`src/rtl/uart_rx_sequencer.sv`:
```
// uart_rx_sequencer: control FSM for the UART receive path.
// Synchronizes the serial line, validates the start bit at mid-bit and issues
// single-cycle strobes at the centre of every data, parity and stop bit.
// Optional feature macro: RX_PARITY_EN (adds the PARITY state and parity_load).
module uart_rx_sequencer #(
  parameter int unsigned CLKS_PER_BIT = 16,
  parameter int unsigned DATA_BITS    = 8
) (
  input  logic CLK,
  input  logic RST,
  input  logic RX_in,
  input  logic rx_en,
  output logic rx_bit,
  output logic shift,
  output logic parity_load,
  output logic check_stop,
  output logic frame_done,
  output logic start_glitch,
  output logic busy
);

  localparam int unsigned CntW = $clog2(CLKS_PER_BIT);
  localparam logic [CntW-1:0] CntHalfLast = CntW'(CLKS_PER_BIT / 2 - 1);
  localparam logic [CntW-1:0] CntLast     = CntW'(CLKS_PER_BIT - 1);
  localparam logic [2:0]      IdxLast     = 3'(DATA_BITS - 1);

  typedef enum logic [2:0] {
    StIdle,
    StStart,
    StData,
`ifdef RX_PARITY_EN
    StParity,
`endif
    StStop
  } state_e;

  state_e          r_state;
  state_e          w_state_next;
  logic [CntW-1:0] r_cnt;
  logic [CntW-1:0] w_cnt_next;
  logic [2:0]      r_idx;
  logic [2:0]      w_idx_next;
  logic            r_sync1;
  logic            r_sync2;
  logic            r_glitch;
  logic            w_glitch_next;

  // Two-flop synchronizer for the asynchronous line; resets to idle-high.
  always_ff @(posedge CLK) begin
    if (RST) begin
      r_sync1 <= 1'b1;
      r_sync2 <= 1'b1;
    end else begin
      r_sync1 <= RX_in;
      r_sync2 <= r_sync1;
    end
  end

  assign rx_bit = r_sync2;

  // State, bit-timing counter, bit index and registered glitch pulse.
  always_ff @(posedge CLK) begin
    if (RST) begin
      r_state  <= StIdle;
      r_cnt    <= '0;
      r_idx    <= '0;
      r_glitch <= 1'b0;
    end else begin
      r_state  <= w_state_next;
      r_cnt    <= w_cnt_next;
      r_idx    <= w_idx_next;
      r_glitch <= w_glitch_next;
    end
  end

  // Next-state logic and mid-bit strobe decode.
  always_comb begin
    w_state_next  = r_state;
    w_cnt_next    = r_cnt + CntW'(1);
    w_idx_next    = r_idx;
    w_glitch_next = 1'b0;
    shift         = 1'b0;
    parity_load   = 1'b0;
    check_stop    = 1'b0;

    case (r_state)
      StIdle: begin
        w_cnt_next = '0;
        if (rx_en && !r_sync2) begin
          w_state_next = StStart;
        end
      end
      StStart: begin
        if (r_cnt == CntHalfLast) begin
          w_cnt_next = '0;
          w_idx_next = '0;
          if (!r_sync2) begin
            w_state_next = StData;
          end else begin
            // Line went back high before mid start bit: treat as noise.
            w_state_next  = StIdle;
            w_glitch_next = 1'b1;
          end
        end
      end
      StData: begin
        if (r_cnt == CntLast) begin
          shift      = 1'b1;
          w_cnt_next = '0;
          w_idx_next = r_idx + 3'd1;
          if (r_idx == IdxLast) begin
`ifdef RX_PARITY_EN
            w_state_next = StParity;
`else
            w_state_next = StStop;
`endif
          end
        end
      end
`ifdef RX_PARITY_EN
      StParity: begin
        if (r_cnt == CntLast) begin
          parity_load  = 1'b1;
          w_cnt_next   = '0;
          w_state_next = StStop;
        end
      end
`endif
      StStop: begin
        if (r_cnt == CntLast) begin
          // Leaving at mid stop bit lets a back-to-back start edge be caught.
          check_stop   = 1'b1;
          w_cnt_next   = '0;
          w_state_next = StIdle;
        end
      end
      default: begin
        w_cnt_next   = '0;
        w_state_next = StIdle;
      end
    endcase
  end

  assign frame_done   = check_stop;
  assign start_glitch = r_glitch;
  assign busy         = (r_state != StIdle);

endmodule

```
`config.mk`:
```
export PLATFORM = sky130hd
export DESIGN_NAME = uart_rx_sequencer
export DESIGN_NICKNAME = d
export VERILOG_FILES = /design/src/rtl/uart_rx_sequencer.sv
export SDC_FILE = /design/constraint.sdc
export NUM_CORES = 1
export LEC_CHECK = 0
export ABC_AREA = 1
export ABC_CLOCK_PERIOD_IN_PS = 1500
export BUFFER_PORTS_ARGS = -buffer_cell sky130_fd_sc_hd__buf_2
export CAP_MARGIN = 15
export CORE_UTILIZATION = 35
export DETAILED_ROUTE_END_ITERATION = 8
export PLACE_DENSITY = 0.55
export SETUP_SLACK_MARGIN = 0.2
export SLEW_MARGIN = 40
export SYNTH_ARGS = -nofsm -noshare
export SYNTH_HDL_FRONTEND = slang
export SYNTH_SLANG_ARGS = --single-unit
```
`constraint.sdc`:
```
create_clock -name CLK -period 1.5 [get_ports CLK]
set_clock_uncertainty 0.15 [all_clocks]
set_input_delay 0.075 -clock CLK [delete_from_list [all_inputs] [get_ports CLK]]
set_output_delay 0.075 -clock CLK [all_outputs]
set_load 0.005 [all_outputs]
```
# Yosys cells after proc, flatten, opt, wreduce, memory -nomap -nowiden
# Index checks and enable logic that the tools add are counted.
[word_totals]
register_bits = 13
inputBits = 4
out_inout_bits = 7
[classes]
eq_ne = 11
reduce_logical = 9
addsub = 2
bitwise_logic = 2
n_mux = 17
[ops]
columns = ["op", "n"]
rows = [
  ["$mux 3", 7],
  ["$pmux 3 s4", 1],
  ["$ne 2x2->1 const B", 5],
  ["$mux 4", 2],
  ["$pmux 4 s2", 1],
  ["$eq 3x2->1 const B", 2],
  ["$pmux 3 s2", 1],
  ["$reduce_and 5->1", 1],
  ["$add 4x1->4 const B", 1],
  ["$eq 4x3->1 const B", 1],
  ["$eq 4x4->1 const B", 1],
  ["$mux 1", 4],
  ["$add 3x1->3 const B", 1],
  ["$eq 3x1->1 const B", 1],
  ["$eq 3x3->1 const B", 1],
  ["$logic_not 3->1", 1],
  ["$reduce_and 3->1", 1],
  ["$reduce_bool 3->1", 1],
  ["$reduce_or 3->1", 1],
  ["$mux 2", 1],
  ["$not 1->1", 2],
  ["$reduce_bool 2->1", 1],
  ["$reduce_or 2->1", 1],
  ["$logic_and 1x1->1", 1],
  ["$logic_not 1->1", 1],
]

# Depth between registers and ports, before layout
[depth]
depth_word = 4
ltp_mapped = 9

# Worst setup path before layout
# Ideal clock, no wire load.
[synth_path]
kind = "reg2reg"
start = "reg r_cnt[0]"
end = "reg r_idx[0]"
path_buffers = 0
arrival_time_ns = 1.063
setup_time_ns = 0.116
slack_ns = 0.171
stages_incl_launch_ff = 8
path_cell_list = "dfxtp_1 > ha_1 > nand2_1 > nor2_1 > nand2_1 > nand2_2 > o21a_1 > nor2_1"
[synth_via]
elab_chain_cells = 3
word_cells_on_any_way = 5
[synth_lines]
columns = ["element", "line_no", "source"]
rows = [
  ["start, declared", "39", "logic [CntW-1:0] r_cnt;"],
  ["start signal, assigned", "70", "r_cnt <= w_cnt_next;"],
  ["$eq 4x4->1 / $eq 4x3->1 (equally long branches)", "107, 94", ""],
  ["$ne 2x2->1 (no source line)", "--", ""],
  ["$reduce_and 3->1 (no source line) (*)", "--", ""],
  ["end signal, assigned", "71", "r_idx <= w_idx_next;"],
  ["end, declared", "41", "logic [2:0] r_idx;"],
]
# Every way passes the cells marked *; elsewhere a longest branch is shown, timed or not.
# A chain may end at the register's enable or synchronous reset.

# Worst setup path in the final report
[layout_path]
start = "reg r_cnt[1]"
end = "out shift"
[layout_via]
elab_chain_cells = 3
[layout_lines]
columns = ["element", "line_no", "source"]
rows = [
  ["$eq 4x4->1", "107", "if (r_cnt == CntLast) begin"],
  ["$mux 1", "107", ""],
  ["$mux 1", "86", "case (r_state)"],
  ["end, declared", "14", "output logic shift,"],
]
# Every way passes these cells.

==> flow_summary.ini <==
[run_status]
status = finished clean

[synthesis]
synth_nets = 95
synth_warnings = 0
synth_edf_count = 0
syn_avg_cell_area_sq_um = 6.92
synth_cells = 88
synth_top_flop_cell = dfxtp_1
synth_async_sr_flop_share_pct = 0
ys_types = 21
syn_area_sq_um = 609
yosysSeqAreaShare_pct = 39.4
ys_ff_latch = 12

[sta]
rsz0062_at_grt = true
drv_slew = 0
tns_ns = 0
fmax_mhz = 692
setup_violations = 0
finalHoldViolations = 0
finalCritPeriodShare_pct = 96.4
finalCriticalPeriod_ns = 1.45
hold_ws_ns = 0.0971

[min_path]
min_from = rx_en
hold_path_class = in2reg

[worst_setup_path]
critPathSlowestCell = dfxtp_2
cp-end-kind = output port
critPathTopFamily = flip-flops
timing.rr.start = r_cnt[1]
worstSetupPathType = reg2out
path_cells = ha_4 > nand2_4 > nor2_4 > nand2_2 > inv_1 > buf_2
startpoint = r_cnt[1]
crit_buf_inv = 2
slowest_delay_ns = 0.36
crit_path_start_kind = flip-flop
worstPathRequired_ns = 1.27
cp_data_arrival_time_ns = 1.22
critical_path.max_fanout = 5

[global_route]
antenna_found_initial = 0
grt_use_total_pct = 15.1
grt_first_pass_wirelength_um = 2060
grt_start_max_net_pins = 8
grt_overflow = 0
grt_pass1_vias = 484

[routing]
drc = 0
avgRoutedWirePerCell_um = 11.0
avgViaCountPerCell = 4.60
antenna_left = 0
routed_wl_um = 1390
drt_iter0_markers = 9
num_vias = 579
dr.pass1.iters = 4

[cts]
cts-root-buf = clkbuf_4
cts-htree-levels = 1
cts_tree = yes
cts_buffers = 3
clk_pin_slew_worst_paths_ns = 0.08
clk_path_buf_depth = 2
clk_latency_ns = 0.27
clock-sinks = 12

[placement]
gp_congestion = 0.820
place_hpwl_um = 867
port_buffers = 9
post_dp_cell_area_sq_um = 674
placed_cells = 111

[floorplan]
die_y_um = 43.7
initial_core_util_pct = 39.1
placementRows = 14
io_pins = 11
die_w_um = 43.7
core-area_sq_mm = 0.00156
dieArea_sq_mm = 0.00191

[power]
power_density_mw_per_mm2 = 1310
leakagePower_nw = 0.433
irDropWorstVdd_mv = 0.720

[finish]
drive_gt1_share_pct = 43.6
final_cell_mix = 17 x nand2_1, 12 x inv_1, 9 x nor2_1, 9 x buf_2, 9 x buf_4
final_cells = 126
final_common_cell = nand2_1
finalNetCount = 118
fin_area_sq_um = 858
diodes = 0
fillCellCount = 151
areaGrowthSynthToFinish_pct = 40.9

[job]
cap_violations = 0
==> timing repair <==
action                                  CTS  global route
buffers inserted                          2             7
hold buffers                              2             0
pin swaps                                 2             4
endpoints found under the setup margin   11            12
gates resized for setup                   6            17
endpoints found under the hold margin     4             0
==> final timing paths <==
check | end | slack [ns] | cells past startpoint
worst min register to register | rx_bit | 0.27 | 1
worst max-delay path | shift | 0.05 | 6
worst min-delay path | r_state[1] | 0.1 | 7
worst max register to register | r_state[0] | 0.14 | 8
==> cells by family after synthesis <==
| logic type | after synthesis | share of synthesized area [%] |
|---|---|---|
| simple gates | 46 | 33.3 |
| buf+inv | 15 | 10.5 |
| flops | 12 | 39.4 |
| compound gates | 10 | 8.62 |
| fa+ha+maj | 3 | 6.16 |
| xor+xnor | 1 | 1.44 |
| other cells | 1 | 0.615 |
==> per-stage QoR <==
step | setup slack [ns] | utilization (%) | power, mW
5_1_grt | 0.00331 | 55.1 | 1.22
3_3_place_gp | 0.122 | 43.3 | 0.758
2_1_floorplan | 0.239 | - | 0.673
6_report | 0.0543 | 55.1 | 1.12
3_5_place_dp | 0.133 | 43.3 | 0.760
4_1_cts | 0.0650 | 48.6 | 1.03
==> tightest hold or removal path: cells and delay by family <==
kind | cells | cell delay (ns)
buf+inv | 2 | 0.12
simple gates | 5 | 0.29
==> registers in the layout, summed over array words and instances, names as in the netlist <==
register      flops
r_state           2
rx_bit            1
r_idx             3
r_sync1           1
start_glitch      1
r_cnt             4
==> area by class of cell <==
class / count / area, sq um / area share, %
Sequential cell: 12 / 253 / 29.4
Multi-Input combinational cell: 61 / 368 / 42.9
Clock buffer: 4 / 36.3 / 4.23
Inverter: 13 / 48.8 / 5.69
Tap cell: 16 / 20.0 / 2.33
Timing Repair Buffer: 20 / 133 / 15.5
==> synth_stat cells, drive strengths merged (2+ instances only) <==
library cell  number  area (sq um)
nand2             22          85.1
nor2              15          66.3
inv               13          48.8
dfxtp             12           240
o21ai              6          30.0
nand3              4          20.0
a21oi              3          15.0
ha                 3          37.5
buf                2          15.0
or2                2          12.5
==> where the power goes <==
group          switching [mW]  internal (mW)  total, mW  leakage [nW]
logic                   0.257          0.191      0.448         0.311
clock network           0.114          0.147      0.261        0.0210
registers              0.0520          0.363      0.415         0.102
==> metal layers <==
metal	GRT usage [%]	part of all wire, %
met2	22.7	51
met1	19.3	45
met4	9.38	1.2
met3	3.75	3.1
met5	0	0
(Power assumes the default switching activity.)
